## src/rtl/mem_access_ctrl.sv

```systemverilog
`timescale 1ns/1ps
// Memory-stage controller: sequences data-memory loads/stores over req/ack,
// stalls the pipeline while an access is outstanding, aligns load data.
module mem_access_ctrl #(
    parameter int TIMEOUT = 15
) (
    input  logic        clk,
    input  logic        rst,
    input  logic        ex_valid,
    input  logic        MemRead,
    input  logic        MemWrite,
    input  logic        RegWrite,
    input  logic [2:0]  funct3,
    input  logic [31:0] ALU,
    input  logic [31:0] rs2_data,
    input  logic [4:0]  rd,
    output logic        dmem_req,
    output logic        dmem_we,
    output logic [31:0] dmem_addr,
    output logic [31:0] dmem_wdata,
    output logic [3:0]  dmem_be,
    input  logic        dmem_ack,
    input  logic [31:0] dmem_rdata,
    output logic        stall,
    output logic        MemtoReg,
    output logic [31:0] wb_data_mem,
    output logic        wb_valid,
    output logic [4:0]  wb_rd,
    output logic        wb_RegWrite,
    output logic        misaligned,
    output logic        bus_err
);

    typedef enum logic {IDLE, BUSY} state_t;

    state_t      state;
    state_t      state_nxt;
    logic [7:0]  cnt;
    logic [2:0]  f3_q;
    logic [1:0]  off_q;
    logic [4:0]  rd_q;
    logic        rw_q;

    logic        is_mem;
    logic        is_load;
    logic        aligned;
    logic        start;
    logic        reject;
    logic        timeout_hit;
    logic        done_ack;
    logic        done_to;
    logic [3:0]  be_new;
    logic [31:0] wdata_new;
    logic [31:0] shifted;
    logic [31:0] load_val;

    assign is_mem  = MemRead | MemWrite;
    assign is_load = MemRead;

    // funct3[1:0]: 00 byte, 01 half, 1x word; the sign bit (funct3[2]) does not matter here
    always_comb begin
        aligned = 1'b1;
        if (funct3[1])
            aligned = (ALU[1:0] == 2'b00);
        else if (funct3[0])
            aligned = ~ALU[0];
    end

    assign start       = (state == IDLE) & ex_valid & is_mem & aligned;
    assign reject      = (state == IDLE) & ex_valid & is_mem & ~aligned;
    assign timeout_hit = (state == BUSY) && (cnt == 8'(TIMEOUT - 1));
    assign done_ack    = (state == BUSY) & dmem_ack;
    assign done_to     = (state == BUSY) & ~dmem_ack & timeout_hit;

    always_comb begin
        be_new    = 4'b1111;
        wdata_new = rs2_data;
        if (!is_load) begin
            if (funct3[1]) begin
                be_new    = 4'b1111;
                wdata_new = rs2_data;
            end else if (funct3[0]) begin
                be_new    = 4'b0011 << ALU[1:0];
                wdata_new = {2{rs2_data[15:0]}};
            end else begin
                be_new    = 4'b0001 << ALU[1:0];
                wdata_new = {4{rs2_data[7:0]}};
            end
        end
    end

    assign shifted = dmem_rdata >> {off_q, 3'b000};

    always_comb begin
        case (f3_q)
            3'b000:  load_val = {{24{shifted[7]}}, shifted[7:0]};
            3'b001:  load_val = {{16{shifted[15]}}, shifted[15:0]};
            3'b100:  load_val = {24'b0, shifted[7:0]};
            3'b101:  load_val = {16'b0, shifted[15:0]};
            default: load_val = shifted;
        endcase
    end

    // Stall holds the MEM-stage instruction until the completing cycle (ack or timeout)
    assign stall = ~rst & (start | ((state == BUSY) & ~dmem_ack & ~timeout_hit));

    always_comb begin
        state_nxt = state;
        case (state)
            IDLE:    if (start) state_nxt = BUSY;
            BUSY:    if (done_ack || done_to) state_nxt = IDLE;
            default: state_nxt = IDLE;
        endcase
    end

    always_ff @(posedge clk) begin
        if (rst) begin
            state       <= IDLE;
            cnt         <= 8'd0;
            f3_q        <= 3'd0;
            off_q       <= 2'd0;
            rd_q        <= 5'd0;
            rw_q        <= 1'b0;
            dmem_req    <= 1'b0;
            dmem_we     <= 1'b0;
            dmem_addr   <= 32'd0;
            dmem_wdata  <= 32'd0;
            dmem_be     <= 4'd0;
            MemtoReg    <= 1'b0;
            wb_data_mem <= 32'd0;
            wb_valid    <= 1'b0;
            wb_rd       <= 5'd0;
            wb_RegWrite <= 1'b0;
            misaligned  <= 1'b0;
            bus_err     <= 1'b0;
        end else begin
            state       <= state_nxt;
            wb_valid    <= 1'b0;
            MemtoReg    <= 1'b0;
            wb_RegWrite <= 1'b0;
            misaligned  <= 1'b0;
            bus_err     <= 1'b0;

            if (start) begin
                cnt        <= 8'd0;
                f3_q       <= funct3;
                off_q      <= ALU[1:0];
                rd_q       <= rd;
                rw_q       <= RegWrite;
                dmem_req   <= 1'b1;
                dmem_we    <= ~is_load;
                dmem_addr  <= {ALU[31:2], 2'b00};
                dmem_wdata <= wdata_new;
                dmem_be    <= be_new;
            end else if (reject) begin
                misaligned <= 1'b1;
                wb_valid   <= 1'b1;
                wb_rd      <= rd;
            end else if ((state == IDLE) && ex_valid) begin
                wb_valid    <= 1'b1;
                wb_rd       <= rd;
                wb_RegWrite <= RegWrite;
            end

            if (state == BUSY) begin
                cnt <= cnt + 8'd1;
                if (done_ack) begin
                    dmem_req    <= 1'b0;
                    wb_valid    <= 1'b1;
                    wb_rd       <= rd_q;
                    MemtoReg    <= ~dmem_we;
                    wb_RegWrite <= ~dmem_we & rw_q;
                    if (!dmem_we) wb_data_mem <= load_val;
                end else if (done_to) begin
                    dmem_req <= 1'b0;
                    wb_valid <= 1'b1;
                    wb_rd    <= rd_q;
                    bus_err  <= 1'b1;
                end
            end
        end
    end

endmodule

```

## config.mk

```make
export PLATFORM = sky130hd
export DESIGN_NAME = mem_access_ctrl
export DESIGN_NICKNAME = d
export VERILOG_FILES = /design/src/rtl/mem_access_ctrl.sv
export SDC_FILE = /design/constraint.sdc
export NUM_CORES = 1
export LEC_CHECK = 0
export ABC_AREA = 1
export CAP_MARGIN = 0
export CORE_MARGIN = 2
export CORE_UTILIZATION = 40
export DETAILED_ROUTE_END_ITERATION = 8
export PLACE_DENSITY = 0.77
export REMOVE_ABC_BUFFERS = 1
export SYNTH_ARGS = -nofsm -noshare
export SYNTH_HDL_FRONTEND = slang
export SYNTH_SLANG_ARGS = --single-unit
```

## constraint.sdc

```tcl
create_clock -name clk -period 1.75 [get_ports clk]
set_input_delay 0.525 -clock clk [delete_from_list [all_inputs] [get_ports clk]]
set_output_delay 0.525 -clock clk [all_outputs]
set_load 0.03 [all_outputs]
```

* Yosys cells after proc, flatten, opt, wreduce, memory -nomap -nowiden
Cells that the tools add are included.
** Storage, ports and cells
- Flip-flop bits (word level) :: 130
- Input port bits :: 111
- Output and inout bits :: 113
- Logic and storage cells :: 94
** Cells by class
- Add/sub/neg operators :: 1
- Eq/ne operators :: 4
- Shift operators :: 3
- Muxes and demuxes :: 37
- Bitwise operators :: 21
- Reduce and logical (&&, ||, !) cells :: 10
** Operators with widths (number)
- case mux 32 bit (4 select lines) :: 1
- two-way mux 32 bit :: 3
- right shift 32 x 5 -> 32 bit :: 1
- two-way mux 5 bit :: 6
- two-way mux 1 bit :: 21
- two-way mux 8 bit :: 2
- two-way mux 4 bit :: 3
- bitwise AND 1 bit :: 10
- NOT 1 bit :: 9
- adder 8 x 1 -> 8 bit, second input constant :: 1
- == test 8 x 4 -> 1 bit, second input constant :: 1
- == test 3 bit, second input constant :: 2
- OR reduction 3 bit :: 2
- left shift 1 x 2 -> 4 bit, first input constant :: 1
- left shift 2 x 2 -> 4 bit, first input constant :: 1
- == test 3 x 1 -> 1 bit, second input constant :: 1
- logical NOT 3 bit :: 1
- AND reduction 3 bit :: 1
- logical AND 1 bit :: 2
- logical NOT 2 bit :: 1
- bitwise OR 1 bit :: 2
- case mux 1 bit (2 select lines) :: 1
- nonzero test 2 bit :: 1
- OR reduction 2 bit :: 1
- logical OR 1 bit :: 1

* Logic depth before layout (Yosys ltp)
Gate-level depths: netlist (run 1).
- Depth in word-level cells :: 10
- Mapped depth :: 9
- Mapped depth without buffers :: 9

* Worst setup path after synthesis (run 1)
OpenSTA, ideal clock, no wires.
- Path kind :: input to output
- Start :: in dmem_ack
- End :: out stall
- Arrival :: 1.528 ns
- Required time :: 1.225 ns
- Path slack :: -0.303 ns
- Stages :: 5
- Path buffers :: 0
- Path through :: nand2_2 > inv_1 > nor2_1 > nand2_1 > o21ai_0
** Between the ends
- Longest elaborated chain between the ends :: 5
** RTL lines
- start, declared :: RTL line 22 : input logic dmem_ack,
- NOT 1 bit :: RTL line 105 : assign stall = ~rst & (start | ((state == BUSY) & ~dmem_ack & ~timeout_hit));
- bitwise AND 1 bit (2 in a row) :: RTL line 105
- bitwise OR 1 bit :: RTL line 105
- bitwise AND 1 bit :: RTL line 105
- end, declared :: RTL line 24 : output logic stall,
No other way between the ends.

* Worst setup path after layout (run 1)
- Start :: in ALU[1]
- End :: out stall
** Between the ends
- Longest elaborated chain between the ends :: 5
** RTL lines
- start, declared :: RTL line 14 : input logic [31:0] ALU,
- logical NOT 2 bit :: RTL line 64 : aligned = (ALU[1:0] == 2'b00);
- two-way mux 1 bit :: RTL line 63 : if (funct3[1])
- bitwise AND 1 bit :: RTL line 69 : assign start = (state == IDLE) & ex_valid & is_mem & aligned;
- bitwise OR 1 bit :: RTL line 105
- bitwise AND 1 bit :: RTL line 105
No other way between the ends.

==> results of run 1 <==
==> worst reg2reg max path, stage by stage (launching register included) <==
cell and delay, ns:
dfxtp_2 0.33, buf_6 0.13, nand2_4 0.07, inv_4 0.04
nor2_4 0.10, nand2_2 0.07, buf_4 0.13, buf_4 0.12
buf_6 0.10, buf_6 0.10, buf_6 0.11, buf_6 0.10
buf_6 0.11, buf_6 0.11, buf_6 0.12, o21ai_2 0.09
==> registers in the layout, summed over array words and instances, names as in the netlist, 2 cells and up <==
register	cells
wb_data_mem	32
wb_rd	5
dmem_be	4
f3_q	3
cnt	8
dmem_addr	30
dmem_wdata	32
rd_q	5
off_q	2
==> how the worst max path moves through the flow <==
stage / cells after the start / to / start / slack (ns)
floorplan: 5 / stall / ALU[1] / -2.13
global placement: 7 / stall / ALU[0] / -0.63
detailed placement: 7 / stall / ALU[0] / -0.65
CTS: 6 / stall / cnt[0] / -0.27
global route: 8 / stall / state / -0.29
finish: 7 / stall / ALU[1] / -0.23
==> synth_stat cells, types with 2 or more instances <==
cell type and instances:
nand2_1 257, dfxtp_1 130, a21oi_1 94, nor2_1 83, inv_1 80, nand3_1 72, o21ai_0 52, buf_2 26
o211ai_1 22, clkbuf_1 18, buf_4 6, o21ai_1 6, buf_1 5, inv_2 5, nand4_1 3, a31oi_1 2
ha_1 2, nand3_2 2, or2_2 2
==> final cells by class <==
class                   instances  area [µm²]  area share, %
clock buffers                  19       432.9          4.686
clock inverters                13       127.6          1.381
inverters                      85       321.6          3.480
multi-input cells             607        2818          30.50
flip-flops and latches        130        2606          28.21
well taps                     184       230.2          2.492
repair buffers                290        2703          29.25
==> power by group <==
| part | switching, mW | internal (mW) |
|---|---|---|
| combinational | 1.00 | 0.704 |
| clock | 1.40 | 1.97 |
| sequential | 0.0867 | 3.13 |
| total | 2.49 | 5.81 |
==> kinds of logic (layout without fill, tap and decap cells) <==
logic type | Yosys count | in the layout | share of synthesized area [%]
compound gates | 180 | 180 | 16.37
fa+ha+maj | 2 | 2 | 0.4230
buf+inv | 141 | 407 | 10.01
flops | 130 | 130 | 44.00
mux | 1 | 1 | 0.1904
other cells | 1 | 2 | 0.06340
simple gates | 422 | 422 | 28.94
==> per-layer routing <==
layer / vias to the layer above / track usage [%] / wire length [µm]
met5: - / 0 / 0
met3: 33 / 8.045 / 1888
met4: 0 / 8.301 / 452
met1: 2944 / 29.11 / 7738
li1: 3315 / - / -
met2: 258 / 39.40 / 9013
==> through the flow <==
stage	hold WS, ns	instances	instance area [µm²]
6_report	0.4458	1328	9239
2_1_floorplan	0.4325	822	5645
3_5_place_dp	0.4394	1280	8548
5_1_grt	0.4721	1328	9239
4_1_cts	0.4468	1324	9136
3_3_place_gp	0.4357	1280	8548
==> what timing repair did <==
action | CTS | global route
gates resized for setup | 146 | 32
setup buffers | 12 | 4
pin swaps | 8 | 7
setup endpoints to repair | 189 | 30
hold endpoints to repair | 0 | 0
==> results.cfg, run 1 <==
[logic_synthesis]
seq_area_frac_synth_pct = 44.00
synth_edf_count = 0
synthArstFlopShare_pct = 0
synthCells = 877
synth_area_um2 = 5914
yosysWarningCount = 0
ys_ff_latch = 130
ys_types = 29
yosys.area.top_type = dfxtp_1
ys.flop_type = dfxtp_1
synthTopCellsByArea = dfxtp_1 (44%), nand2_1 (16%), a21oi_1 (8.0%)
avgSynthCellArea_um2 = 6.744
synth.top_cell.area_share_pct = 44.00

[clock_tree]
ctsHoldBuffers = 0
clockRootBuffer = clkbuf_16
numCtsBuffers = 17
insertion_delay_ns = 0.42
cts_num_sinks = 130
cts_tree = done
cts_max_level = 4
path_clk_slew_ns = 0.05
clk_path_buf_depth = 2

[timing]
fin_worst_skew_ns = 0.009988
fin_crit_sh_pct = 113.4
slew_viol_final = 0
rsz0062_at_grt = yes
slew_headroom_pct = 52.11
finalWorstSetupSlack_ns = -0.2344
period_needed_ns = 1.984
max_clock_freq_ghz = 0.5039
finalSetupViolations = 3
setup_tns_ns = -0.5323
worst_pin_slew_ns = 0.7183
hold_violations = 0

[setup_path]
crit_chain = dlygate4sd2_1, o21ai_4, nand3_4, inv_2, nand2_2, o21ai_2, buf_6
arrival_ns = 1.46
ff2ff_path_depth = 15
cp-start-kind = input port
r2r-start = state
worst-path-buf-inv = 3
crit_family = buffers and inverters
slowest_delay_ns = 0.27
rrSetupSlack_ns = -0.16
crit_path_max_fanout = 2
cp_slowest_cell = dlygate4sd2_1
path_class = in -> out
cp-end-kind = output port
crit_required_ns = 1.22
r2r_end = state

[drt]
drtPass1Iterations = 5
via_per_inst = 4.932
antenna_left = 0
avgRoutedWirePerCell_um = 14.38
vias = 6550
drcViolationCount = 0
drtIter0Drc = 500
wl_mm = 19.09

[layout]
final_cell_mix = nand2_1 (253), dfxtp_1 (127), clkdlybuf4s50_1 (101), dlygate4sd2_1 (100), a21oi_1 (94)
utilization_pct = 63.81
layout_commonest_cell = nand2_1
area_delta_synth_final_pct = 56.21
fillCellCount = 1343
nets = 1244
antennaDiodeCount = 0
drive_gt1_share_pct = 11.89

[die]
dieArea_um2 = 15770
start_util_pct = 40.85
rows = 44
ioPinCount = 224
fp.dieH_um = 125.6
core_um2 = 14480
dieWidth_um = 125.6

[hold_path]
holdPathStages = 2
min_path_type = reg -> reg
min-delay-start = dmem_req
min_to = dmem_req

[global_route]
grt_pass1_vias = 6136
grt_usage_pct = 23.87
antenna_found_initial = 0
grt_max_degree = 65
overflow = 0
grt_pass1_wl_mm = 30.56

[pwr]
peakVddDrop_uv = 578.9
leakagePower_nw = 4.529
power.total_mw = 8.303
power_density_nw_per_um2 = 898.7

[flow_run]
cap_violations = 0

[placed_design]
gp_congestion = 0.8197
pre_cts_ws_ns = -0.6533
post-dp-hpwl_mm = 12.92
io_buffers = 221

[outcome]
outcome = finished, violations left
violations = negative setup slack
Note: power is estimated with default switching activity, not from simulation.
==> run 2: changes to the inputs <==
Settings changed: GPL_TIMING_DRIVEN set to 0, TNS_END_PERCENT set to 20.
==> results.cfg, run 2 (synthesis results as in run 1) <==
[drt]
avgRoutedWirePerCell_um = 15.60
wl_met1_mm = 8.170
via_per_inst = 5.043
drtIter0Drc = 445
drtPass1Iterations = 5
antenna_left = 0
wl_mm = 20.16
top_layer = met5
drcViolationCount = 0
met3WireLength_mm = 2.000
vias = 6515
met2_length_mm = 9.495

[layout]
final_cell_mix = nand2_1 (254), dfxtp_1 (124), dlygate4sd2_1 (103), clkdlybuf4s50_1 (101), a21oi_1 (94)
utilization_pct = 62.54
nets = 1207
area_delta_synth_final_pct = 53.10
reg.largest.list = dmem_wdata (32), wb_data_mem (32), dmem_addr (30)
drive_gt1_share_pct = 9.395
layout_commonest_cell = nand2_1

[die]
dieArea_um2 = 15770
core_um2 = 14480
dieWidth_um = 125.6
ioPinCount = 224
start_util_pct = 40.85
rows = 44
fp.dieH_um = 125.6

[placed_design]
gp_congestion = 0.8338
post-dp-hpwl_mm = 11.98
pre_cts_ws_ns = -3.795
io_buffers = 221

[timing]
period_needed_ns = 2.057
fin_worst_skew_ns = 0.006950
slew_headroom_pct = 59.40
worst_pin_slew_ns = 0.6084
rsz0062_at_grt = yes
hold_violations = 0
slew_viol_final = 0
finalWorstSetupSlack_ns = -0.3075
finalSetupViolations = 1
fin_crit_sh_pct = 117.6
max_clock_freq_ghz = 0.4860

[clock_tree]
cts_num_sinks = 130
clockRootBuffer = clkbuf_16
insertion_delay_ns = 0.42
cts_max_level = 4
clk_path_buf_depth = 2
path_clk_slew_ns = 0.06
numCtsBuffers = 17
cts_tree = done

[outcome]
outcome = finished, violations left
violations = negative setup slack

[setup_path]
cp-end-kind = output port
path_class = reg -> out
arrival_ns = 1.53
crit_path_max_fanout = 3
cp_slowest_cell = dfxtp_4
slowest_delay_ns = 0.36
crit_chain = inv_4, nand2_4, nor2_4, nand3_4, inv_16, nand2_8, o21ai_2, buf_6
crit_required_ns = 1.22
cp-start-kind = register
worst-path-buf-inv = 3
crit_family = simple AND/OR/NAND/NOR gates

[pwr]
peakVddDrop_uv = 582.2
leakagePower_nw = 4.416
power_density_nw_per_um2 = 941.7
power.total_mw = 8.527

[hold_path]
min_path_type = in -> reg

[global_route]
grt_pass1_wl_mm = 31.13
grt_usage_pct = 24.89
overflow = 0
grt_max_degree = 65
antenna_found_initial = 3
grt_pass1_vias = 5996

[flow_run]
cap_violations = 0
[run 2: cell types whose count changed in the layout (fill, tap and decap cells not counted), sizes merged, moves of 2 or more]
cell           before  now
buf                71   26
clkdlybuf4s15      17   10
clkinvlp            3    7
bufbuf              0    3
dlygate4sd2       100  103
nor2               85   87
[run 2: repair_timing]
action / 4_1_cts / 5_1_grt
setup endpoints to repair: 240 / 62
setup buffers: 13 / 8
gates cloned: 8 / 2
pin swaps: 7 / 9
hold buffers: 0 / 0
gates resized for setup: 173 / 31
[run 2: final timing paths]
check	from	to	slack [ns]	depth (start not counted)
max	state	stall	-0.31	8
min	MemRead	dmem_we	0.41	2
max reg2reg	off_q[0]	wb_data_mem[26]	0.15	8
min reg2reg	cnt[0]	cnt[0]	0.45	1
[run 2: final cells by class]
cell class / instances / area, µm²
Multi-Input combinational cell: 610 / 2853
Sequential cell: 130 / 2615
Clock inverter: 13 / 148.9
Antenna cell: 1 / 2.502
Timing Repair Buffer: 246 / 2362
Tap cell: 184 / 230.2
Fill cell: 1357 / 5424
Clock buffer: 19 / 452.9
Inverter: 85 / 360.3
Timing Repair inverter: 4 / 30.03
[run 2: where the power goes]
group	total [mW]	leakage [nW]	switching [mW]	internal [mW]
Clock	3.62	0.287	1.43	2.19
Sequential	3.23	1.06	0.0990	3.13
Combinational	1.68	3.06	1.02	0.659
[run 2: routing by layer]
layer  global-route usage [%]  vias up
met2                    41.27      265
li1                         -     3264
met3                    9.585       37
met1                    29.28     2945
met4                    9.085        4
met5                        0        -
[run 2: worst reg2reg max path, delay by kind of cell (launching register included)]
| kind | cells | cell delay (ns) |
|---|---|---|
| simple gates | 5 | 0.62 |
| buf+inv | 3 | 0.39 |
| flops | 1 | 0.49 |
[run 2: per-stage QoR]
stage	area, µm²	hold WS (ns)	TNS [ns]	cells
final	9055	0.4056	-0.3075	1292
after floorplan	5645	0.4325	-106.45	822
after detailed placement	8130	0.4491	-209.63	1229
after CTS	8955	0.4551	-8.787	1282
after global placement	8088	0.4350	-406.07	1227
after global routing	9055	0.4247	-0.3832	1292
==> run 3: changes to the inputs <==
Settings changed: CORE_UTILIZATION 40 to 48, PLACE_DENSITY 0.77 to 0.86.
Clock period 1.75 ns to 2.6 ns, I/O delays scaled along.
==> results.cfg, run 3 (synthesis results as in run 1) <==
[outcome]
outcome = finished, violations left
violations = negative setup slack

[setup_path]
crit_required_ns = 1.82
arrival_ns = 1.84
path_class = in -> out
cp_slowest_cell = buf_2
crit_chain = buf_2, nand2_2, nand3_4, buf_16, inv_16, nand2_8, o21ai_4, buf_6
crit_path_max_fanout = 20
slowest_delay_ns = 0.33
cp-start-kind = input port
cp-end-kind = output port
ff2ff_path_depth = 7

[drt]
vias = 6606
drcViolationCount = 0
wl_mm = 19.71
drtPass1Iterations = 5
top_layer = met4
wl_met1_mm = 7.787
met2_length_mm = 9.629
via_per_inst = 5.349
antenna_left = 0
drtIter0Drc = 620
met3WireLength_mm = 1.905
avgRoutedWirePerCell_um = 15.96

[die]
rows = 40
ioPinCount = 224
dieWidth_um = 115.0
dieArea_um2 = 13230
core_um2 = 12010
start_util_pct = 49.24
fp.dieH_um = 115.0

[timing]
finalWorstSetupSlack_ns = -0.01788
fin_crit_sh_pct = 100.7
slew_headroom_pct = 25.30
finalSetupViolations = 1
max_clock_freq_ghz = 0.3820
fin_worst_skew_ns = 0.004555
rsz0062_at_grt = yes
hold_violations = 0
period_needed_ns = 2.618
slew_viol_final = 0
worst_pin_slew_ns = 1.116

[global_route]
antenna_found_initial = 1
overflow = 0
grt_max_degree = 65
grt_pass1_vias = 6277
grt_usage_pct = 29.55
grt_pass1_wl_mm = 30.57

[clock_tree]
clockRootBuffer = clkbuf_16
ctsHoldBuffers = 0
numCtsBuffers = 17
cts_tree = done
cts_num_sinks = 130
insertion_delay_ns = 0.41
clk_path_buf_depth = 2
path_clk_slew_ns = 0.05
cts_max_level = 4

[hold_path]
min_path_type = reg -> reg
holdPathStages = 2

[pwr]
power_density_nw_per_um2 = 609.7
peakVddDrop_uv = 532.1
power.total_mw = 5.392
leakagePower_nw = 3.835

[layout]
utilization_pct = 73.64
drive_gt1_share_pct = 6.808
final_cell_mix = nand2_1 (253), clkdlybuf4s50_1 (211), dfxtp_1 (128), a21oi_1 (94), nor2_1 (80)
reg.largest.list = dmem_wdata (32), wb_data_mem (32), dmem_addr (30)
nets = 1191
area_delta_synth_final_pct = 49.55
finalNonFillerCells = 1235
layout_commonest_cell = nand2_1

[placed_design]
io_buffers = 221
post-dp-hpwl_mm = 12.07
placed_cells = 1192
gp_congestion = 0.8565

[flow_run]
cap_violations = 0
## run 3: per-stage QoR
step | hold slack (ns) | TNS, ns | instance area (µm²) | setup WS [ns]
final | 0.4539 | -0.01788 | 8845 | -0.01788
after global routing | 0.4692 | -0.05047 | 8842 | -0.05047
after CTS | 0.4531 | 0 | 8843 | 0.003479
after detailed placement | 0.4425 | -113.27 | 8092 | -3.204
after global placement | 0.4382 | -308.86 | 8041 | -4.623
after floorplan | 0.4325 | -43.07 | 5645 | -1.789
## run 3: repair_timing
item / 4_1_cts / 5_1_grt
endpoints found under the setup margin: 101 / 25
buffers inserted: 8 / 0
pin swaps: 7 / 2
gates resized for setup: 58 / 2
gates cloned: 6 / 0
## run 3: worst paths after layout
kind,start,end,slack (ns)
worst max-delay path,funct3[0],stall,-0.02
worst min-delay path,dmem_req,dmem_req,0.45
worst max register to register,state,wb_data_mem[29],0.32
worst min register to register,dmem_req,dmem_req,0.45
## run 3: metal layers
metal | up-vias | global-route usage [%]
met2 | 284 | 49.37
met3 | 35 | 12.02
met1 | 3070 | 34.60
li1 | 3217 | -
met5 | - | 0
met4 | 0 | 9.799
## run 3: final cells by class
cell class / count / area [µm²]
Clock inverter: 7 / 40.04
Sequential cell: 130 / 2605
Tap cell: 147 / 183.9
Timing Repair inverter: 3 / 22.52
Fill cell: 962 / 3167
Antenna cell: 1 / 2.502
Clock buffer: 21 / 450.4
Multi-Input combinational cell: 608 / 2810
Inverter: 85 / 346.6
Timing Repair Buffer: 233 / 2384
## run 3: power breakdown
part | total (mW) | leakage, nW | internal (mW) | switching (mW)
Sequential | 2.19 | 1.06 | 2.11 | 0.0771
Clock | 2.05 | 0.240 | 1.21 | 0.838
Combinational | 1.16 | 2.53 | 0.491 | 0.667
Total | 5.39 | 3.83 | 3.81 | 1.58
## run 3: worst max-delay path: cells and delay by family
kind	cells	cell delay, ns
compound gates	1	0.06
simple gates	3	0.34
buf+inv	4	0.64
